### src/rtl/dram_arb_pkg.sv
// Shared constants for the DDR2 application-interface arbiter.
package dram_arb_pkg;
  localparam int APP_DATA_W = 144;
  localparam int APP_BE_W   = 18;
  localparam int APP_ADDR_W = 32;
  localparam int READ_BEATS = 2;
endpackage

### src/rtl/dram_arb_tag_fifo.sv
// Synchronous tag FIFO: remembers which port issued each outstanding read,
// so that returning read beats can be routed back in issue order.
module dram_arb_tag_fifo #(
  parameter int WIDTH = 1,
  parameter int DEPTH = 16
) (
  input  logic                     clk0,
  input  logic                     rst0,
  input  logic                     push,
  input  logic [WIDTH-1:0]         push_data,
  input  logic                     pop,
  output logic [WIDTH-1:0]         pop_data,
  output logic                     full,
  output logic                     empty,
  output logic [$clog2(DEPTH):0]   count
);
  localparam int AW = $clog2(DEPTH);
  localparam int CW = AW + 1;

  logic [WIDTH-1:0] mem [DEPTH];
  logic [AW-1:0]    wr_ptr;
  logic [AW-1:0]    rd_ptr;
  logic             push_ok;
  logic             pop_ok;

  assign full     = (count == CW'(DEPTH));
  assign empty    = (count == '0);
  assign push_ok  = push && !full;
  assign pop_ok   = pop && !empty;
  assign pop_data = mem[rd_ptr];

  // Pointer and occupancy bookkeeping; push and pop together leave count unchanged.
  always_ff @(posedge clk0) begin
    if (rst0) begin
      wr_ptr <= '0;
      rd_ptr <= '0;
      count  <= '0;
    end else begin
      if (push_ok) wr_ptr <= wr_ptr + 1'b1;
      if (pop_ok)  rd_ptr <= rd_ptr + 1'b1;
      case ({push_ok, pop_ok})
        2'b10:   count <= count + 1'b1;
        2'b01:   count <= count - 1'b1;
        default: count <= count;
      endcase
    end
  end

  // Tag storage; contents are don't-care until written.
  always_ff @(posedge clk0) begin
    if (push_ok) mem[wr_ptr] <= push_data;
  end
endmodule

### src/rtl/dram_arbiter.sv
// Round-robin sharer of one DDR2 application interface among NUM_PORTS
// requesters: command grant, two-beat write sequencing, and in-order
// routing of two-beat read returns via a tag FIFO.
module dram_arbiter
  import dram_arb_pkg::*;
#(
  parameter int NUM_PORTS      = 2,
  parameter int PORT_BITS      = 1,
  parameter int RD_OUTSTANDING = 16
) (
  input  logic                             clk0,
  input  logic                             rst0,
  input  logic                             phy_rdy,
  input  logic [APP_ADDR_W*NUM_PORTS-1:0]  req_cmd_addr,
  input  logic [NUM_PORTS-1:0]             req_cmd_rnw,
  input  logic [NUM_PORTS-1:0]             req_cmd_valid,
  output logic [NUM_PORTS-1:0]             req_cmd_ack,
  input  logic [APP_DATA_W*NUM_PORTS-1:0]  req_wr_data,
  input  logic [APP_BE_W*NUM_PORTS-1:0]    req_wr_be,
  output logic [APP_DATA_W-1:0]            req_rd_data,
  output logic [NUM_PORTS-1:0]             req_rd_valid,
  output logic                             arb_rd_err,
  output logic [APP_ADDR_W-1:0]            app_cmd_addr,
  output logic                             app_cmd_rnw,
  output logic                             app_cmd_valid,
  output logic [APP_DATA_W-1:0]            app_wr_data,
  output logic [APP_BE_W-1:0]              app_wr_be,
  input  logic [APP_DATA_W-1:0]            app_rd_data,
  input  logic                             app_rd_valid
);
  localparam int CNT_W  = $clog2(RD_OUTSTANDING) + 1;
  localparam int BEAT_W = (READ_BEATS > 1) ? $clog2(READ_BEATS) : 1;

  logic [PORT_BITS-1:0] rr_ptr;
  logic                 wr_beat1_p1;
  logic [PORT_BITS-1:0] wr_port_p1;

  logic                 issue_ok;
  logic                 rd_room;
  logic [NUM_PORTS-1:0] eligible;
  logic [PORT_BITS:0]   pick;
  logic                 gnt_vld;
  logic [PORT_BITS-1:0] gnt_port;
  logic                 gnt_rnw;
  logic [PORT_BITS-1:0] rr_next;
  logic [PORT_BITS-1:0] data_port;
  logic                 load_data;

  logic                 tag_push;
  logic                 tag_pop;
  logic [PORT_BITS-1:0] tag_head;
  logic                 tag_full;
  logic                 tag_empty;
  logic [CNT_W-1:0]     tag_count;
  logic [BEAT_W-1:0]    rd_beat;
  logic                 rd_accept;
  logic                 rd_last;
  logic [NUM_PORTS-1:0] rd_sel;

  // First eligible port at or after start, as {found, port}.
  function automatic logic [PORT_BITS:0] rr_pick(input logic [NUM_PORTS-1:0] elig,
                                                 input logic [PORT_BITS-1:0] start);
    logic                 found;
    logic [PORT_BITS-1:0] port;
    int                   idx;
    found = 1'b0;
    port  = '0;
    for (int k = 0; k < NUM_PORTS; k++) begin
      idx = (int'(start) + k) % NUM_PORTS;
      if (!found && elig[idx]) begin
        found = 1'b1;
        port  = PORT_BITS'(idx);
      end
    end
    return {found, port};
  endfunction

  // Issue gate and round-robin grant; a read blocked by a full tag FIFO is skipped.
  always_comb begin
    issue_ok = phy_rdy && !wr_beat1_p1 && !rst0;
    rd_room  = (tag_count < CNT_W'(RD_OUTSTANDING));
    eligible = '0;
    for (int i = 0; i < NUM_PORTS; i++) begin
      eligible[i] = req_cmd_valid[i] && (!req_cmd_rnw[i] || rd_room);
    end
    pick        = rr_pick(eligible, rr_ptr);
    gnt_vld     = issue_ok && pick[PORT_BITS];
    gnt_port    = pick[PORT_BITS-1:0];
    gnt_rnw     = req_cmd_rnw[gnt_port];
    rr_next     = (gnt_port == PORT_BITS'(NUM_PORTS - 1)) ? '0 : gnt_port + 1'b1;
    req_cmd_ack = '0;
    if (gnt_vld) req_cmd_ack[gnt_port] = 1'b1;
    data_port   = wr_beat1_p1 ? wr_port_p1 : gnt_port;
    load_data   = (gnt_vld && !gnt_rnw) || wr_beat1_p1;
  end

  // Stage p1: registered command, beat0 on grant, beat1 from the remembered port the cycle after.
  always_ff @(posedge clk0) begin
    if (rst0) begin
      app_cmd_valid <= 1'b0;
      app_cmd_rnw   <= 1'b0;
      app_cmd_addr  <= '0;
      app_wr_data   <= '0;
      app_wr_be     <= '0;
      wr_beat1_p1   <= 1'b0;
      wr_port_p1    <= '0;
      rr_ptr        <= '0;
    end else begin
      app_cmd_valid <= gnt_vld;
      app_cmd_rnw   <= gnt_vld && gnt_rnw;
      app_cmd_addr  <= gnt_vld ? req_cmd_addr[gnt_port*APP_ADDR_W +: APP_ADDR_W] : '0;
      app_wr_data   <= load_data ? req_wr_data[data_port*APP_DATA_W +: APP_DATA_W] : '0;
      app_wr_be     <= load_data ? req_wr_be[data_port*APP_BE_W +: APP_BE_W] : '0;
      wr_beat1_p1   <= gnt_vld && !gnt_rnw;
      if (gnt_vld) begin
        wr_port_p1 <= gnt_port;
        rr_ptr     <= rr_next;
      end
    end
  end

  // Read-return routing: head tag selects the port; last beat of a burst retires the tag.
  always_comb begin
    rd_accept = app_rd_valid && !tag_empty;
    rd_last   = (rd_beat == BEAT_W'(READ_BEATS - 1));
    tag_pop   = rd_accept && rd_last;
    tag_push  = gnt_vld && gnt_rnw && !tag_full;
    rd_sel    = '0;
    rd_sel[tag_head] = 1'b1;
  end

  // Stage p1 of the return path: registered data/qualifier, beat counter, sticky orphan-return flag.
  always_ff @(posedge clk0) begin
    if (rst0) begin
      rd_beat      <= '0;
      req_rd_valid <= '0;
      req_rd_data  <= '0;
      arb_rd_err   <= 1'b0;
    end else begin
      if (rd_accept) rd_beat <= rd_last ? '0 : rd_beat + 1'b1;
      req_rd_valid <= rd_accept ? rd_sel : '0;
      req_rd_data  <= rd_accept ? app_rd_data : '0;
      if (app_rd_valid && tag_empty) arb_rd_err <= 1'b1;
    end
  end

  dram_arb_tag_fifo #(
    .WIDTH (PORT_BITS),
    .DEPTH (RD_OUTSTANDING)
  ) u_tag_fifo (
    .clk0      (clk0),
    .rst0      (rst0),
    .push      (tag_push),
    .push_data (gnt_port),
    .pop       (tag_pop),
    .pop_data  (tag_head),
    .full      (tag_full),
    .empty     (tag_empty),
    .count     (tag_count)
  );
endmodule

### config.mk
export PLATFORM = sky130hd
export DESIGN_NAME = dram_arbiter
export DESIGN_NICKNAME = d
export VERILOG_FILES = /design/src/rtl/dram_arb_pkg.sv /design/src/rtl/dram_arb_tag_fifo.sv /design/src/rtl/dram_arbiter.sv
export SDC_FILE = /design/constraint.sdc
export NUM_CORES = 1
export LEC_CHECK = 0
export CORE_AREA = 2 2 345 347
export DETAILED_ROUTE_END_ITERATION = 10
export DIE_AREA = 0 0 347 349
export HOLD_SLACK_MARGIN = 0.08
export SYNTH_ARGS = -nofsm -noshare
export SYNTH_HDL_FRONTEND = slang
export SYNTH_HIERARCHICAL = 1
export SYNTH_SLANG_ARGS = --single-unit
export TNS_END_PERCENT = 100
### constraint.sdc
create_clock -name clk0 -period 12.2 [get_ports clk0]
set_input_delay 2.44 -clock clk0 [delete_from_list [all_inputs] [get_ports clk0]]
set_output_delay 2.44 -clock clk0 [all_outputs]
set_load 0.1 [all_outputs]
# After elaboration in Yosys (flattened, before gate mapping)
# Memory sizes are Yosys's and may differ from the RTL's. A register that Yosys moved wholly into a read port is not among the register bits.
# Cells that the tools add are included.
dict set report totals {
  reg_bits 360
  ram_bits 16
  in_bits 540
  out_inout_bits 345
  word_cells 98
  memories 1
}
# memory depth width rd rd_ports_with_merged_regs wr line
set memory_table {}
lappend memory_table {u_tag_fifo.mem 16 1 1 1 1 dram_arb_tag_fifo.sv:20} ;# logic [WIDTH-1:0] mem [DEPTH];
dict set report classes {
  addsub 7
  mul 2
  order_cmp 7
  eq_ne 3
  shifts 3
  muxes 24
  n_bitwise 4
  n_reduce_logical 32
}
# op count
set op_table {}
lappend op_table {{288-bit by 10-bit variable part select with 144-bit output} 1}
lappend op_table {{64-bit by 7-bit variable part select with 32-bit output} 1}
lappend op_table {{36-bit by 7-bit variable part select with 18-bit output} 1}
lappend op_table {{1-bit 2-to-1 mux} 18}
lappend op_table {{1-bit logical AND} 16}
lappend op_table {{1-bit by 4-bit multiplier with 5-bit output, second input constant} 2}
lappend op_table {{5-bit case mux with 2 select lines} 1}
lappend op_table {{4-bit by 1-bit adder with 4-bit output, second input constant} 2}
lappend op_table {{1-bit zero test} 8}
lappend op_table {{4-bit 2-to-1 mux} 2}
lappend op_table {{1-bit by 2-bit < comparator with 1-bit output, second input constant} 3}
lappend op_table {{2-bit OR reduction} 3}
lappend op_table {{5-bit by 1-bit adder with 5-bit output, second input constant} 1}
lappend op_table {{5-bit equality test, second input constant} 1}
lappend op_table {{5-bit zero test} 1}
lappend op_table {{5-bit < comparator, second input constant} 1}
lappend op_table {{5-bit by 1-bit subtractor with 5-bit output, second input constant} 1}
lappend op_table {{1-bit adder, second input constant} 3}
lappend op_table {{1-bit logical OR} 3}
lappend op_table {{2-bit by 3-bit < comparator with 1-bit output, second input constant} 1}
lappend op_table {{1-bit inverter} 3}
lappend op_table {{1-bit demux with 1-bit select} 2}
lappend op_table {{2-bit by 1-bit equality test with 1-bit output, second input constant} 1}
lappend op_table {{2-bit equality test, second input constant} 1}
lappend op_table {{4 further kinds} 5}

# Logic depth before layout (Yosys ltp)
# Gate-level depths: netlist (run 1).
dict set report logic_depth {
  depth_word 16
  depth_mapped 17
  mapped_depth_nobuf 13
}

# Cells and area by module
# The synthesis (run 1) kept the hierarchy.
# mod instances cells_each area_per_inst_um2 seq_area_each_um2
set modules_own_cells {}
lappend modules_own_cells {dram_arbiter 1 1246 11502.3 6946.7}
lappend modules_own_cells {dram_arb_tag_fifo 1 147 1651.6 820.8}

# Worst setup path after synthesis (run 1)
# No wires, ideal clock.
dict set report synth_timing {
  kind {input to output}
  startpoint {input req_cmd_valid[1]}
  endpoint {output req_cmd_ack[0]}
  arrival_time_ns 4.669
  required_time_ns 9.760
  path_slack_ns 5.091
  cell_stages 6
  n_path_buf 2
  cell_sequence {a21bo_2 > a21o_1 > clkbuf_1 > clkinv_1 > buf_2 > nor2_1}
}
dict set report synth_via {
  elab_chain_len 12
}
# item line
set synth_lines {}
lappend synth_lines {{start, declared} dram_arbiter.sv:16} ;# input logic [NUM_PORTS-1:0] req_cmd_valid,
lappend synth_lines {{1-bit logical AND (*)} dram_arbiter.sv:84} ;# eligible[i] = req_cmd_valid[i] && (!req_cmd_rnw[i] || rd_room);
lappend synth_lines {{1-bit 2-to-1 mux (not written as such) (2 in series)} dram_arbiter.sv:70} ;# if (!found && elig[idx]) begin
lappend synth_lines {{1-bit 2-to-1 mux} dram_arbiter.sv:70}
lappend synth_lines {{1-bit zero test} dram_arbiter.sv:70}
lappend synth_lines {{1-bit logical AND} dram_arbiter.sv:70}
lappend synth_lines {{1-bit 2-to-1 mux (*)} dram_arbiter.sv:70}
lappend synth_lines {{via gnt_port} dram_arbiter.sv:43} ;# logic [PORT_BITS-1:0] gnt_port;
lappend synth_lines {{1-bit by 2-bit < comparator with 1-bit output (not written as such) / 1-bit greater-or-equal comparator (equally long branches)} dram_arbiter.sv:92} ;# if (gnt_vld) req_cmd_ack[gnt_port] = 1'b1;
lappend synth_lines {{1-bit logical AND (not written as such)} dram_arbiter.sv:92}
lappend synth_lines {{1-bit 2-to-1 mux (not written as such)} dram_arbiter.sv:92}
lappend synth_lines {{1-bit demux with 1-bit select (*)} dram_arbiter.sv:92}
lappend synth_lines {{2-bit 2-to-1 mux (*)} dram_arbiter.sv:92}
lappend synth_lines {{end, declared} dram_arbiter.sv:17} ;# output logic [NUM_PORTS-1:0] req_cmd_ack,
# Mark *: on every way through the listed nets, which the timed path passes. The rest lies on a longest branch. The select of a mux whose other input is x is not followed.

# Worst setup path after layout (run 1)
dict set report layout_timing {
  startpoint {input rst0}
  endpoint {output req_cmd_ack[1]}
}
dict set report layout_via {
  elab_chain_len 4
}
# item line
set layout_lines {}
lappend layout_lines {{start, declared} dram_arbiter.sv:12} ;# input logic rst0,
lappend layout_lines {{1-bit zero test} dram_arbiter.sv:80} ;# issue_ok = phy_rdy && !wr_beat1_p1 && !rst0;
lappend layout_lines {{1-bit logical AND} dram_arbiter.sv:80}
lappend layout_lines {{1-bit logical AND} dram_arbiter.sv:87} ;# gnt_vld = issue_ok && pick[PORT_BITS];
lappend layout_lines {{2-bit 2-to-1 mux} dram_arbiter.sv:92}
# Every way passes these cells.

==> results of run 1 <==
==> routing by layer <==
metal	routed length, um	track usage (%)	up-vias
met2	37500	20.2	724
met3	10100	6.37	140
li1	-	-	6518
met5	222	0	-
met1	33900	16.1	6727
met4	2410	4.46	38
==> worst reg2reg max path, cell delays in order, from the launching register on <==
cell	delay (ns)
dfxtp_1	0.43
or2_2	0.35
a311o_1	0.44
buf_4	0.29
nor3_1	0.68
o21a_4	0.27
inv_1	0.05
ha_1	0.32
xor2_1	0.20
ha_1	0.22
inv_1	0.07
a21bo_2	0.19
a211oi_1	0.31
mux2_2	0.37
==> cell type report <==
type	instances	area (um2)	area share, %
diodes	12	30.0	0.119
well taps	1536	1920	7.63
clock inverters	19	283	1.12
multi-input cells	865	4810	19.1
repair buffers	901	8910	35.4
inverters	10	40.0	0.159
flip-flops and latches	380	7770	30.8
clock buffers	70	1430	5.66
==> flip-flops by register name, summed over array words and instances (netlist names), 2 cells and up, named ones only <==
signal and flops:
req_rd_data 144, u_tag_fifo/rd_ptr 4, app_wr_data 144, u_tag_fifo/mem 16, req_rd_valid 2, u_tag_fifo/wr_ptr 4
app_cmd_addr 32, u_tag_fifo/count 5, app_wr_be 18
==> metrics by stage <==
stage | total power [mW] | area [um2] | setup WS (ns) | util, % | instances
final | 3.56 | 25200 | 4.59 | 21.4 | 3793
after global routing | 3.70 | 25200 | 4.46 | 21.4 | 3783
after CTS | 3.63 | 25200 | 4.60 | 21.4 | 3781
after detailed placement | 2.03 | 23400 | 4.61 | 20.0 | 3692
after global placement | 2.03 | 23400 | 4.61 | 20.0 | 3692
after floorplan | 1.72 | 13200 | 5.09 | - | 1393
==> cells by family (layout without fill, tap and decap cells) <==
family / Yosys count / in the layout / synth area share [%]
other cells: 0 / 12 / 0
mux: 10 / 10 / 1.25
flops: 380 / 380 / 59.1
simple gates: 454 / 454 / 18.1
fa+ha+maj: 8 / 8 / 0.761
compound gates: 384 / 384 / 15.6
buf+inv: 148 / 1000 / 4.70
xor+xnor: 9 / 9 / 0.599
==> placed cells by master, fill, tap and decap left out, types with 3 or more instances in the layout <==
cell type / Yosys / layout
clkinvlp_4: 0 / 3
clkdlybuf4s50_1: 0 / 854
a21oi_1: 198 / 198
inv_1: 9 / 8
ha_1: 8 / 8
o21ai_0: 164 / 164
and3_1: 147 / 147
buf_4: 9 / 45
nand3b_1: 3 / 3
clkbuf_16: 0 / 50
inv_6: 0 / 4
clkinv_2: 0 / 4
and2_1: 4 / 3
dfxtp_1: 364 / 364
clkbuf_8: 0 / 10
mux2i_1: 4 / 4
nand2b_1: 5 / 5
nor2_1: 38 / 38
diode_2: 0 / 12
xor2_1: 7 / 7
nor2b_1: 7 / 6
clkbuf_1: 107 / 10
mux4_2: 5 / 5
nand2_1: 71 / 70
nand3_1: 163 / 163
bufinv_16: 0 / 6
nor3_1: 7 / 7
edfxtp_1: 16 / 16
==> worst paths after layout <==
check / end / depth (start not counted)
max: req_cmd_ack[1] / 6
min: arb_rd_err$_SDFFE_PP0P_ / 2
max reg2reg: u_tag_fifo/count[4]$_SDFFE_PP0P_ / 13
min reg2reg: arb_rd_err$_SDFFE_PP0P_ / 2
==> power by group through the flow <==
| stage | logic (mW) | registers, mW | clock network (mW) |
|---|---|---|---|
| floorplan | 0.117 | 1.60 | 0 |
| global placement | 0.704 | 1.33 | 0 |
| detailed placement | 0.705 | 1.33 | 0 |
| CTS | 0.708 | 1.30 | 1.62 |
| global route | 0.735 | 1.31 | 1.66 |
| finish | 0.702 | 1.30 | 1.55 |
==> flow_summary.json, run 1 <==
{
  "status": "finished clean",
  "cts.clk_slew.worst_paths_ns": 0.06,
  "cellPowerDensity_nw_per_um2": 141,
  "fin_hold_ws_ns": 0.483,
  "avgSynthCellArea_um2": 9.44,
  "dieArea_um2": 121000,
  "port_buffers": 884,
  "yosysTopAreaCell": "dfxtp_1",
  "irDropWorstVdd_mv": 0.0958,
  "endpoint_kind": "output port",
  "netlist_area_um2": 13200,
  "fin_skew_ns": 0.0123,
  "area_delta_synth_final_pct": 91.5,
  "finalSetupTns_ns": 0,
  "clockBufferDepth": 3,
  "antenna_found_initial": 45,
  "slew-limit-headroom_pct": 18.8,
  "power_frac_seq_pct": 36.6,
  "cts_tree": "done",
  "crit_start": "rst0",
  "swShare_pct": 30.2,
  "fp-row-count": 126,
  "crit_buf_inv": 3,
  "hold_path.class": "register to register",
  "layout-drive-gt1-share_pct": 6.68,
  "htreeDepth": 2,
  "timing.fmax_mhz": 131,
  "critical_path.startpoint_type": "input pin",
  "synth-main-ff-cell": "dfxtp_1",
  "synth_edf_count": 16,
  "postCtsSetupBuffers": 0,
  "grt_usage_pct": 13.2,
  "p_sw_mw": 1.07,
  "power.combinational.fraction_pct": 19.7,
  "yosysTopAreaCellShare_pct": 55.4,
  "layout.nets": 2755,
  "clkPwrFrac_pct": 43.6,
  "crit_family": "buffers and inverters",
  "dp_hpwl_mm": 66.1,
  "synth.distinct_cells": 53,
  "cts_num_sinks": 380,
  "grt_pass1_wl_mm": 112,
  "cpPeakStageDelay_ns": 1.16,
  "cts_buffers": 49,
  "hold_start": "arb_rd_err$_SDFFE_PP0P_",
  "grt_max_degree": 163,
  "seq_area_frac_synth_pct": 59.1,
  "grt_pass1_vias": 13800,
  "crit_fanout": 27,
  "yosysWarnings": 6,
  "internal_power_mw": 2.48,
  "die_w_um": 347,
  "reg2reg_from": "wr_beat1_p1$_SDFF_PP0_",
  "yosysMostFrequentCell": "dfxtp_1",
  "syn_nets": 1941,
  "num_vias": 14100,
  "worst_slew_pin_slew_ns": 1.21,
  "cts_resized": 0,
  "ios": 885,
  "avgViaCountPerCell": 3.73,
  "drt_pass1_iterations": 5,
  "cts_hold_buf": 0,
  "maxSlewViolCount": 0,
  "rsz0062_at_grt": "no",
  "coreArea_um2": 117000,
  "drc": 0,
  "critical_path_class": "input pin to output port",
  "synth_cells": 1393,
  "fillers": 12700,
  "initial_core_util_pct": 11.2,
  "cpMaxStageDelayCell": "clkdlybuf4s50_1",
  "insertion_delay_ns": 0.61,
  "place_congestion": 0.840,
  "required_ns": 9.76,
  "yosys-top-cells-area": "dfxtp_1, a21oi_1, and3_1",
  "wirelength_mm": 84.2,
  "drt-initial-drc-count": 1056,
  "max-cap-violations": 0,
  "grt_overflow": 0,
  "synthArstFlopShare_pct": 0,
  "critPathArrivalTime_ns": 5.17,
  "die_y_um": 349,
  "rrSetupSlack_ns": 7.89,
  "synthTopCellsByCount": "dfxtp_1, a21oi_1, o21ai_0",
  "ant_nets": 0,
  "ys_ff_latch": 380,
  "path_cells": "clkdlybuf4s50_1, buf_4, or2_2, a311o_1, nor2_1, clkdlybuf4s50_1",
  "cts_root_buf": "clkbuf_16",
  "setup_viol": 0,
  "path_common_cell": "clkdlybuf4s50_1",
  "hold_viol_final": 0,
  "finalCritPeriodShare_pct": 62.4,
  "fin_crit_ns": 7.61,
  "leakagePower_nw": 9.65,
  "wire_per_inst_um": 22.2
}
Power figures use the tool's default switching activity.
==> run 2: changes to the inputs <==
Settings changed: CORE_AREA 2 2 345 347 to 2 2 349 351, DIE_AREA 0 0 347 349 to 0 0 351 353.
Clock period 12.2 ns to 6.35 ns, I/O delays scaled along.
==> flow_summary.json, run 2 (same netlist as run 1, synthesis figures left out) <==
{
  "fp-row-count": 128,
  "cts_resized": 0,
  "cts_num_sinks": 380,
  "status": "finished clean",
  "cpPeakStageDelay_ns": 0.61,
  "endpoint_kind": "register",
  "leakagePower_nw": 9.66,
  "drc": 0,
  "hold_path.class": "register to register",
  "dieArea_um2": 124000,
  "final_cell_mix": "clkdlybuf4s50_1, dfxtp_1, a21oi_1",
  "grt_usage_pct": 12.8,
  "layout.nets": 2753,
  "htreeDepth": 2,
  "grt_max_degree": 136,
  "final_area_um2": 25300,
  "required_ns": 6.87,
  "grt_pass1_wl_mm": 111,
  "cts_hold_buf": 0,
  "slew-limit-headroom_pct": 16.8,
  "fin_hold_ws_ns": 0.498,
  "antenna_found_initial": 51,
  "cts.clk_slew.worst_paths_ns": 0.06,
  "drt-initial-drc-count": 914,
  "setup_viol": 0,
  "clockBufferDepth": 3,
  "coreArea_um2": 121000,
  "die_y_um": 353,
  "ios": 885,
  "critical_path_class": "input pin to register",
  "maxSlewViolCount": 0,
  "layout-drive-gt1-share_pct": 6.87,
  "dp_hpwl_mm": 65.4,
  "hold_viol_final": 0,
  "p_total_mw": 6.73,
  "irDropWorstVdd_mv": 0.244,
  "path_cells": "clkdlybuf4s50_1, nor2b_4, or3_1, and2_1, nor3_1, o21a_4, inv_1, ha_1, ha_1, a21bo_2, a211oi_1, mux2_2",
  "crit_fanout": 13,
  "fin_skew_ns": 0.0381,
  "critical_path.startpoint_type": "input pin",
  "layout_commonest_cell": "clkdlybuf4s50_1",
  "drt_pass1_iterations": 5,
  "finalCritPeriodShare_pct": 72.1,
  "avgViaCountPerCell": 3.61,
  "initial_core_util_pct": 10.9,
  "wire_per_inst_um": 21.5,
  "grt_overflow": 0,
  "reg_top3": "app_wr_data: 144 flops, req_rd_data: 144 flops, app_cmd_addr: 32 flops",
  "area_delta_synth_final_pct": 92.0,
  "cpMaxStageDelayCell": "nor3_1",
  "grt_pass1_vias": 13800,
  "crit_family": "simple AND/OR/NAND/NOR gates",
  "cellPowerDensity_nw_per_um2": 266,
  "rrSetupSlack_ns": 2.51,
  "die_w_um": 351,
  "num_vias": 14000,
  "worst_slew_pin_slew_ns": 1.24,
  "postCtsSetupBuffers": 0,
  "cts_buffers": 48,
  "rsz0062_at_grt": "no",
  "port_buffers": 884,
  "cts_tree": "done",
  "ant_nets": 0,
  "place_congestion": 0.859,
  "place_area_um2": 23600,
  "finalSetupTns_ns": 0,
  "path_common_cell": "ha_1",
  "wirelength_mm": 83.3,
  "fin_crit_ns": 4.58,
  "insertion_delay_ns": 0.63,
  "timing.fmax_mhz": 219,
  "critPathArrivalTime_ns": 5.10,
  "cts_root_buf": "clkbuf_16",
  "crit_buf_inv": 2,
  "max-cap-violations": 0
}
==> run 2: changes by cell type in the layout (fill, tap and decap cells not counted), sizes merged <==
cell / previous run / this run
clkinvlp: 3 / 2
inv: 13 / 14
clkinv: 7 / 8
buf: 47 / 53
clkdlybuf4s50: 854 / 847
bufinv: 6 / 4
clkbuf: 70 / 68
diode: 12 / 7
==> run 2: final cells by class <==
type,instances,area (um2)
Inverter,10,40.0
Antenna cell,7,17.5
Tap cell,1625,2030
Sequential cell,380,7770
Timing Repair Buffer,900,8950
Clock inverter,18,244
Clock buffer,68,1400
Fill cell,13200,95300
Multi-Input combinational cell,865,4810
==> run 2: worst paths after layout <==
check | cells after the start | to | start
setup / recovery | 12 | u_tag_fifo/count[4]$_SDFFE_PP0P_ | req_cmd_valid[0]
hold / removal | 2 | arb_rd_err$_SDFFE_PP0P_ | arb_rd_err$_SDFFE_PP0P_
setup reg to reg | 10 | u_tag_fifo/count[4]$_SDFFE_PP0P_ | wr_beat1_p1$_SDFF_PP0_
hold reg to reg | 2 | arb_rd_err$_SDFFE_PP0P_ | arb_rd_err$_SDFFE_PP0P_
==> run 2: worst min-delay path: stages, from the launching register on <==
cell	delay, ns
dfxtp_1	0.34
a21oi_1	0.05
nor2_1	0.08
==> run 2: metrics by stage <==
step           util, %  instances  setup WS [ns]
3_5_place_dp      19.6       3780           1.17
2_1_floorplan        -       1393           1.58
4_1_cts           20.9       3866           1.89
5_1_grt           20.9       3870           1.57
3_3_place_gp      19.6       3780           1.24
6_report          20.9       3873           1.77
==> run 2: per-layer routing <==
metal  up-vias  global-route usage [%]  routed length (um)
met5         -                       0                 288
met3       168                    6.25                9810
met1      6565                    15.2               33400
met4        50                    5.79                3390
li1       6499                       -                   -
met2       683                    19.4               36400
==> run 2: report_power, final <==
| group | switching, mW | internal (mW) | total, mW |
|---|---|---|---|
| Combinational | 0.854 | 0.487 | 1.34 |
| Sequential | 0.0284 | 2.48 | 2.51 |
| Clock | 1.18 | 1.70 | 2.88 |
==> run 3: changes to the inputs <==
Clock period 6.35 ns to 3.85 ns, I/O delays scaled along.
==> flow_summary.json, run 3 (same netlist as run 1, synthesis figures left out) <==
{
  "met1_usage_pct": 15.6,
  "max-cap-violations": 0,
  "cts_resized": 0,
  "layout.nets": 2787,
  "grt_overflow": 0,
  "grtUsageMet3_pct": 6.23,
  "leakagePower_nw": 9.93,
  "grt_max_degree": 147,
  "endpoint_kind": "register",
  "finalSetupTns_ns": 0,
  "rrSetupSlack_ns": 0.52,
  "hold_viol_final": 0,
  "rsz0062_at_grt": "no",
  "finalCritPeriodShare_pct": 89.3,
  "drt_pass1_iterations": 5,
  "dieArea_um2": 124000,
  "slew-limit-headroom_pct": 20.9,
  "multi_input_area_um2": 4810,
  "fin_util_pct": 21.2,
  "cts_root_buf": "clkbuf_16",
  "die_w_um": 351,
  "fin_skew_ns": 0.0219,
  "worst_slew_pin_slew_ns": 1.18,
  "register_area_um2": 7770,
  "irDropWorstVdd_mv": 0.288,
  "cts.clk_slew.worst_paths_ns": 0.06,
  "cts_num_sinks": 380,
  "r2r_end": "u_tag_fifo/count[4]$_SDFFE_PP0P_",
  "maxSlewViolCount": 0,
  "place_congestion": 0.838,
  "finalNonFillerCells": 3912,
  "dp_hpwl_mm": 67.6,
  "critical_path_class": "input pin to register",
  "grt_pass1_wl_mm": 113,
  "avgViaCountPerCell": 3.61,
  "cts_buffers": 48,
  "layout-drive-gt1-share_pct": 9.85,
  "reg2reg_from": "u_tag_fifo/count[1]$_SDFFE_PP0P_",
  "p_total_mw": 11.3,
  "crit_fanout": 6,
  "place_area_um2": 23800,
  "grt.busiest_layer": "met2",
  "grt_usage_pct": 13.1,
  "initial_core_util_pct": 10.9,
  "wire_per_inst_um": 21.9,
  "area_delta_synth_final_pct": 94.3,
  "antenna_found_initial": 28,
  "hold_path.class": "register to register",
  "drc": 0,
  "reg_top3": "app_wr_data: 144 flops, req_rd_data: 144 flops, app_cmd_addr: 32 flops",
  "die_y_um": 353,
  "dp_cells": 3814,
  "cellPowerDensity_nw_per_um2": 441,
  "cts_tree": "done",
  "fp-row-count": 128,
  "timing.fmax_mhz": 291,
  "required_ns": 4.35,
  "htreeDepth": 2,
  "grt_use_met2_pct": 20.8,
  "num_vias": 14100,
  "drt-initial-drc-count": 1004,
  "crit_end": "u_tag_fifo/count[4]$_SDFFE_PP0P_",
  "postCtsSetupBuffers": 0,
  "setup_viol": 0,
  "crit_start": "req_cmd_valid[0]",
  "ios": 885,
  "critPathArrivalTime_ns": 3.93,
  "clockBufferDepth": 3,
  "wirelength_mm": 85.6,
  "coreArea_um2": 121000,
  "port_buffers": 884,
  "final_cell_mix": "clkdlybuf4s50_1, dfxtp_1, a21oi_1",
  "cts_hold_buf": 0,
  "fin_crit_ns": 3.44,
  "critical_path.startpoint_type": "input pin",
  "status": "finished clean",
  "r2r_cells": 14,
  "final_area_um2": 25600,
  "grt_pass1_vias": 14000,
  "ant_nets": 0,
  "fillers": 13200,
  "layout_commonest_cell": "clkdlybuf4s50_1",
  "insertion_delay_ns": 0.63
}
run 3: where the power goes:
group          internal, mW  total, mW  switching (mW)
registers              4.08       4.13          0.0461
logic                 0.831       2.27            1.44
clock network          2.93       4.88            1.95
run 3: stage by stage:
step | hold WS (ns) | setup WS, ns
detailed placement | 0.505 | -0.199
floorplan | 0.472 | 0.0811
global placement | 0.489 | -0.202
CTS | 0.508 | 0.483
global route | 0.548 | 0.265
finish | 0.509 | 0.414
run 3: layout make-up:
cell class	count	area share (%)
inverters	10	0.157
repair buffers	934	36.0
clock buffers	62	5.38
diodes	14	0.137
flip-flops and latches	380	30.4
well taps	1625	7.95
clock inverters	22	1.20
multi-input cells	865	18.8
run 3: worst min-delay path by stage:
stage | from | endpoint | slack [ns] | cells past startpoint
detailed placement | rd_beat$_SDFFE_PP0P_ | rd_beat$_SDFFE_PP0P_ | 0.51 | 2
global placement | u_tag_fifo/rd_ptr[3]$_SDFFE_PP0P_ | u_tag_fifo/rd_ptr[3]$_SDFFE_PP0P_ | 0.49 | 2
CTS | u_tag_fifo/rd_ptr[3]$_SDFFE_PP0P_ | register | 0.51 | 2
global route | rd_beat$_SDFFE_PP0P_ | rd_beat$_SDFFE_PP0P_ | 0.55 | 2
floorplan | u_tag_fifo/rd_ptr[3]$_SDFFE_PP0P_ | register | 0.47 | 2
finish | u_tag_fifo/rd_ptr[3]$_SDFFE_PP0P_ | register | 0.51 | 2
run 3: worst max-delay path, cell delays in order:
cell	delay [ns]
clkdlybuf4s50_1	0.45
nor2b_4	0.15
or3_1	0.35
and2_1	0.19
nor3_2	0.16
o21a_4	0.16
inv_1	0.05
ha_1	0.27
xor2_1	0.17
ha_1	0.20
nor2b_1	0.12
a2111oi_0	0.11
buf_4	0.15
a211oi_1	0.26
mux2_2	0.36
run 3: routing by layer:
metal	part of all wire [%]	wire, um
met1	40	34500
met2	45	38100
met3	12	10000
met4	3.2	2760
met5	0.16	135
